===== src/rtl/i2c_sel_target.sv =====
// I2C target that sets a 3-bit fan-out channel select from written bytes
// and returns {5'b0, sel} on reads.
// Ports: clk, rst (sync, active-high), scl_in/sda_in (async bus levels),
//        sda_oe (1 = pull SDA low), sel/sel_valid (select + update pulse),
//        busy (START seen, STOP not yet seen).
module i2c_sel_target #(
  parameter logic [6:0] ADDR = 7'h70
) (
  input  logic       clk,
  input  logic       rst,
  input  logic       scl_in,
  input  logic       sda_in,
  output logic       sda_oe,
  output logic [2:0] sel,
  output logic       sel_valid,
  output logic       busy
);

  typedef enum logic [2:0] {
    S_IDLE,
    S_ADDR,
    S_ADDR_ACK,
    S_WR_DATA,
    S_WR_ACK,
    S_RD_DATA,
    S_RD_ACK,
    S_IGNORE
  } state_t;

  state_t      state_q, state_d;
  // [0],[1] synchronizer stages, [2] history for edge detection
  logic [2:0]  scl_q, scl_d;
  logic [2:0]  sda_q, sda_d;
  logic [2:0]  cnt_q, cnt_d;
  logic [6:0]  shift_q, shift_d;
  logic [7:0]  tx_q, tx_d;
  logic        sda_oe_q, sda_oe_d;
  logic [2:0]  sel_q, sel_d;
  logic        sel_valid_q, sel_valid_d;
  logic        busy_q, busy_d;

  logic       scl_s, scl_h, sda_s, sda_h;
  logic       scl_rise, scl_fall, start, stop;
  logic       last_bit;
  logic [7:0] byte_in;
  logic [7:0] rd_byte;

  always_comb begin
    scl_d    = {scl_q[1:0], scl_in};
    sda_d    = {sda_q[1:0], sda_in};
    scl_s    = scl_q[1];
    scl_h    = scl_q[2];
    sda_s    = sda_q[1];
    sda_h    = sda_q[2];
    scl_rise = scl_s & ~scl_h;
    scl_fall = ~scl_s & scl_h;
    start    = scl_s & scl_h & sda_h & ~sda_s;
    stop     = scl_s & scl_h & ~sda_h & sda_s;
    byte_in  = {shift_q, sda_s};
    rd_byte  = {5'b0, sel_q};
    last_bit = (cnt_q == 3'd7);

    state_d     = state_q;
    cnt_d       = cnt_q;
    shift_d     = shift_q;
    tx_d        = tx_q;
    sda_oe_d    = sda_oe_q;
    sel_d       = sel_q;
    sel_valid_d = 1'b0;
    busy_d      = busy_q;

    if (start) begin
      state_d  = S_ADDR;
      cnt_d    = 3'd0;
      shift_d  = 7'd0;
      sda_oe_d = 1'b0;
      busy_d   = 1'b1;
    end else if (stop) begin
      state_d  = S_IDLE;
      sda_oe_d = 1'b0;
      busy_d   = 1'b0;
    end else begin
      unique case (state_q)
        S_IDLE: ;
        S_ADDR: if (scl_rise) begin
          shift_d = byte_in[6:0];
          cnt_d   = cnt_q + 3'd1;
          if (last_bit)
            state_d = (byte_in[7:1] == ADDR) ? S_ADDR_ACK : S_IGNORE;
        end
        // first fall drives ACK, second fall ends the slot
        S_ADDR_ACK: if (scl_fall) begin
          cnt_d = 3'd0;
          if (!sda_oe_q) begin
            sda_oe_d = 1'b1;
          end else if (shift_q[0]) begin
            state_d  = S_RD_DATA;
            tx_d     = rd_byte;
            sda_oe_d = ~rd_byte[7];
          end else begin
            state_d  = S_WR_DATA;
            sda_oe_d = 1'b0;
          end
        end
        S_WR_DATA: if (scl_rise) begin
          shift_d = byte_in[6:0];
          cnt_d   = cnt_q + 3'd1;
          if (last_bit) begin
            if (byte_in[7:3] == 5'd0) begin
              sel_d       = byte_in[2:0];
              sel_valid_d = 1'b1;
              state_d     = S_WR_ACK;
            end else begin
              state_d = S_IGNORE;
            end
          end
        end
        S_WR_ACK: if (scl_fall) begin
          cnt_d = 3'd0;
          if (!sda_oe_q) begin
            sda_oe_d = 1'b1;
          end else begin
            sda_oe_d = 1'b0;
            state_d  = S_WR_DATA;
          end
        end
        S_RD_DATA: begin
          if (scl_fall)
            sda_oe_d = ~tx_q[~cnt_q];
          if (scl_rise) begin
            cnt_d = cnt_q + 3'd1;
            if (last_bit)
              state_d = S_RD_ACK;
          end
        end
        S_RD_ACK: begin
          if (scl_fall)
            sda_oe_d = 1'b0;
          if (scl_rise) begin
            cnt_d = 3'd0;
            if (!sda_s) begin
              state_d = S_RD_DATA;
              tx_d    = rd_byte;
            end else begin
              state_d = S_IGNORE;
            end
          end
        end
        S_IGNORE: sda_oe_d = 1'b0;
        default: state_d = S_IDLE;
      endcase
    end
  end

  always_ff @(posedge clk) begin
    if (rst) begin
      state_q     <= S_IDLE;
      scl_q       <= 3'b111;
      sda_q       <= 3'b111;
      cnt_q       <= 3'd0;
      shift_q     <= 7'd0;
      tx_q        <= 8'd0;
      sda_oe_q    <= 1'b0;
      sel_q       <= 3'd0;
      sel_valid_q <= 1'b0;
      busy_q      <= 1'b0;
    end else begin
      state_q     <= state_d;
      scl_q       <= scl_d;
      sda_q       <= sda_d;
      cnt_q       <= cnt_d;
      shift_q     <= shift_d;
      tx_q        <= tx_d;
      sda_oe_q    <= sda_oe_d;
      sel_q       <= sel_d;
      sel_valid_q <= sel_valid_d;
      busy_q      <= busy_d;
    end
  end

  assign sda_oe    = sda_oe_q;
  assign sel       = sel_q;
  assign sel_valid = sel_valid_q;
  assign busy      = busy_q;

endmodule


===== config.mk =====
export PLATFORM = sky130hd
export DESIGN_NAME = i2c_sel_target
export DESIGN_NICKNAME = d
export VERILOG_FILES = /design/src/rtl/i2c_sel_target.sv
export SDC_FILE = /design/constraint.sdc
export NUM_CORES = 1
export LEC_CHECK = 0
export ABC_AREA = 0
export CAP_MARGIN = 20
export CORE_AREA = 2 2 61 63
export DETAILED_ROUTE_END_ITERATION = 8
export DIE_AREA = 0 0 63 65
export PLACE_DENSITY = 0.6
export SYNTH_ARGS = -nofsm -noshare
export SYNTH_HDL_FRONTEND = slang
export SYNTH_SLANG_ARGS = --single-unit

===== constraint.sdc =====
create_clock -name clk -period 1.9 [get_ports clk]
set_input_delay 0.57 -clock clk [delete_from_list [all_inputs] [get_ports clk]]
set_output_delay 0.57 -clock clk [all_outputs]
set_load 0.005 [all_outputs]

==> flow_metrics.tcl <==
set metrics [dict create \
    synthToLayoutAreaGrowth_pct 16.8 \
    fillers 357 \
    die_area_um2 4100 \
    grt_max_degree 16 \
    met3_usage_pct 2.08 \
    post-route-min-period_ns 1.82 \
    maxSlewViolCount 0 \
    core_area_um2 3500 \
    gp_congestion 0.861 \
    ios 10 \
    synth_seq_cells 28 \
    drtAntennaViolNets 0 \
    num_rows 22 \
    dp_cells 216 \
    cts.sinks 28 \
    drive_gt1_share_pct 14.5 \
    placedInstanceArea_um2 1520 \
    ctsHtreeMaxLevel 1 \
    grtUsageTotal_pct 15.8 \
    slew-limit-headroom_pct 69.9 \
    cp-end-kind "output pin" \
    clk_pin_slew_ns 0.16 \
    grtUsageMet2_pct 25.8 \
    crit_path_start_kind "flip-flop" \
    synth_top_cell_by_area "dfxtp_1" \
    cts-hold-fix-buffers 0 \
    grt_busiest_layer "met2" \
    grt_pass1_vias 1102 \
    fin_nets 179 \
    final-setup-viol-count 0 \
    vias 1146 \
    status "completed" \
    cp_top_family "buffers and inverters" \
    clockBufferDepth 2 \
    io_buffers 9 \
    fmax_ghz 0.548 \
    drt-pass1-iter-count 4 \
    ys_seq_area_share_pct 42.1 \
    cts_resized 1 \
    path_max_fanout 6 \
    skew_ns 0.00757 \
    grt_pass1_wl_mm 5.18 \
    final_cell_mix "dfxtp_1, nand2_1, a21oi_1, nor2_1, clkdlybuf4s50_1" \
    finalWirelength_mm 2.99 \
    hold_viol 0 \
    post-cts-setup-buffers 0 \
    clock-root-buffer "clkbuf_4" \
    yosysTopAreaCellShare_pct 42.1 \
    syn_inst 157 \
    final_cells 220 \
    start_util_pct 38.0 \
    vdd_drop_max_v 0.000303 \
    drc 0 \
    dieWidth_um 63 \
    cts_buffers 3 \
    cp.arrival_ns 1.25 \
    diodes 0 \
    worstSkewPairLatency_ns 0.33 \
    design_area_um2 1550 \
    netlist_area_um2 1330 \
    grtUsageMet1_pct 21.2 \
    synth_cell_types 41 \
    maxCapViolations 0 \
    cts_tree "done" \
    cpMaxStageDelayCell "clkdlybuf4s50_1" \
    post-dp-hpwl_mm 2.16 \
    fp.dieH_um 65 \
    synth_area_per_cell_um2 8.47 \
    grt.overflow.total 0 \
    final_common_cell "dfxtp_1" \
    fin_tns_setup_ns 0 \
    crit_required_ns 1.33 \
    power_density_nw_per_um2 623 \
    vias_per_cell 5.21 \
    p_leak_nw 0.559 \
    drt-initial-drc-count 43 \
    regArea_um2 562 \
    critPathKind "flip-flop to output pin" \
    finalCritPeriodShare_pct 96.0 \
    yosysWarningCount 0 \
    hp-class "flip-flop to flip-flop" \
    max_stage_delay_ns 0.52 \
    wl_per_cell_um 13.6 \
    grt_setup_unrepaired "false" \
    antenna_found_initial 0 \
    synth_area_leaders "dfxtp_1, a21oi_1, nand2_1, mux2i_1, nor2_1" \
    tightest_slew_ns 0.447 \
    path_cells "clkdlybuf4s50_1" \
    multi_input_area_um2 731 \
    syn_nets 163 \
    path_buf_inv 1 \
]
final cells by class:
cell class / instances / share of cell area [%]
clock buffer: 4 / 2.33
inverter: 4 / 0.966
multi-input combinational: 119 / 47.0
sequential: 28 / 36.2
tap: 48 / 3.86
timing repair buffer: 17 / 9.66
cell families (layout without fill, tap and decap cells):
logic type / after synthesis / count (layout) / synth area share (%)
AOI/OAI and AO/OA: 37 / 37 / 18.7
xor gates and xnor gates: 3 / 3 / 1.98
adders and majority gates: 3 / 3 / 2.63
buffers and inverters: 10 / 25 / 2.92
DFF: 28 / 28 / 42.1
muxes: 7 / 7 / 5.36
and+or+nand+nor: 69 / 69 / 26.2
cells in the mapped netlist:
cell type / number
xnor2_1: 3
nor3b_1: 1
nand3_1: 1
or3_1: 2
a21boi_0: 1
nand2b_1: 5
ha_1: 2
a211oi_1: 1
buf_2: 1
nor3_2: 1
and3_1: 1
a31oi_1: 2
a2111oi_0: 1
nor2b_1: 1
a41o_1: 1
o21a_1: 1
o21bai_1: 1
nand4b_1: 2
a21oi_2: 1
a211oi_4: 1
nand2_1: 21
inv_1: 4
o22ai_1: 1
o31ai_1: 1
mux2i_1: 6
o2111ai_1: 2
nor3b_2: 1
mux2_2: 1
buf_1: 2
o21ai_0: 3
or2_2: 6
a21oi_1: 18
dfxtp_1: 28
nor3_1: 6
o221ai_2: 1
nor2_1: 16
a22oi_1: 1
clkbuf_1: 3
nand4_1: 4
nor4b_1: 1
maj3_1: 1
where the power goes:
group	switching, mW	total, mW	internal [mW]
clock	0.183	0.300	0.117
sequential	0.00751	0.603	0.596
combinational	0.0356	0.0644	0.0289
sequential cells by signal, summed over array words and instances (netlist names):
name and count:
busy 1, cnt_q 3, state_q 3, tx_q 3
shift_q 7, sel 3, sda_oe 1, sel_valid 1
sda_q 3, scl_q 3
metrics by stage:
stage | util [%] | setup WS, ns | power (mW) | hold slack [ns]
3_5_place_dp | 43.4 | 0.135 | 0.680 | 0.393
3_3_place_gp | 43.4 | 0.147 | 0.679 | 0.399
2_1_floorplan | - | 0.303 | 0.655 | 0.389
5_1_grt | 44.5 | 0.0366 | 1.00 | 0.456
4_1_cts | 44.5 | 0.0693 | 0.971 | 0.431
6_report | 44.5 | 0.0757 | 0.967 | 0.431
per-layer routing:
metal  wire length, um  vias to the layer above
li1                  -                      589
met4                31                        0
met2              1420                       20
met5                 0                        -
met3               105                        2
met1              1440                      535
path summary, 6_finish.rpt:
path                                                end  cells past startpoint  slack (ns)                     from
worst min register to register      sda_q[1]$_SDFF_PP1_                      1        0.43      sda_q[0]$_SDFF_PP1_
worst max register to register  state_q[1]$_SDFFE_PP0P_                      5        0.16  state_q[2]$_SDFFE_PP0P_
worst min-delay path                sda_q[1]$_SDFF_PP1_                      1        0.43      sda_q[0]$_SDFF_PP1_
worst max-delay path                             sda_oe                      1        0.08      sda_oe$_SDFFE_PP0P_
No activity file was read; power rests on OpenSTA's default activity.
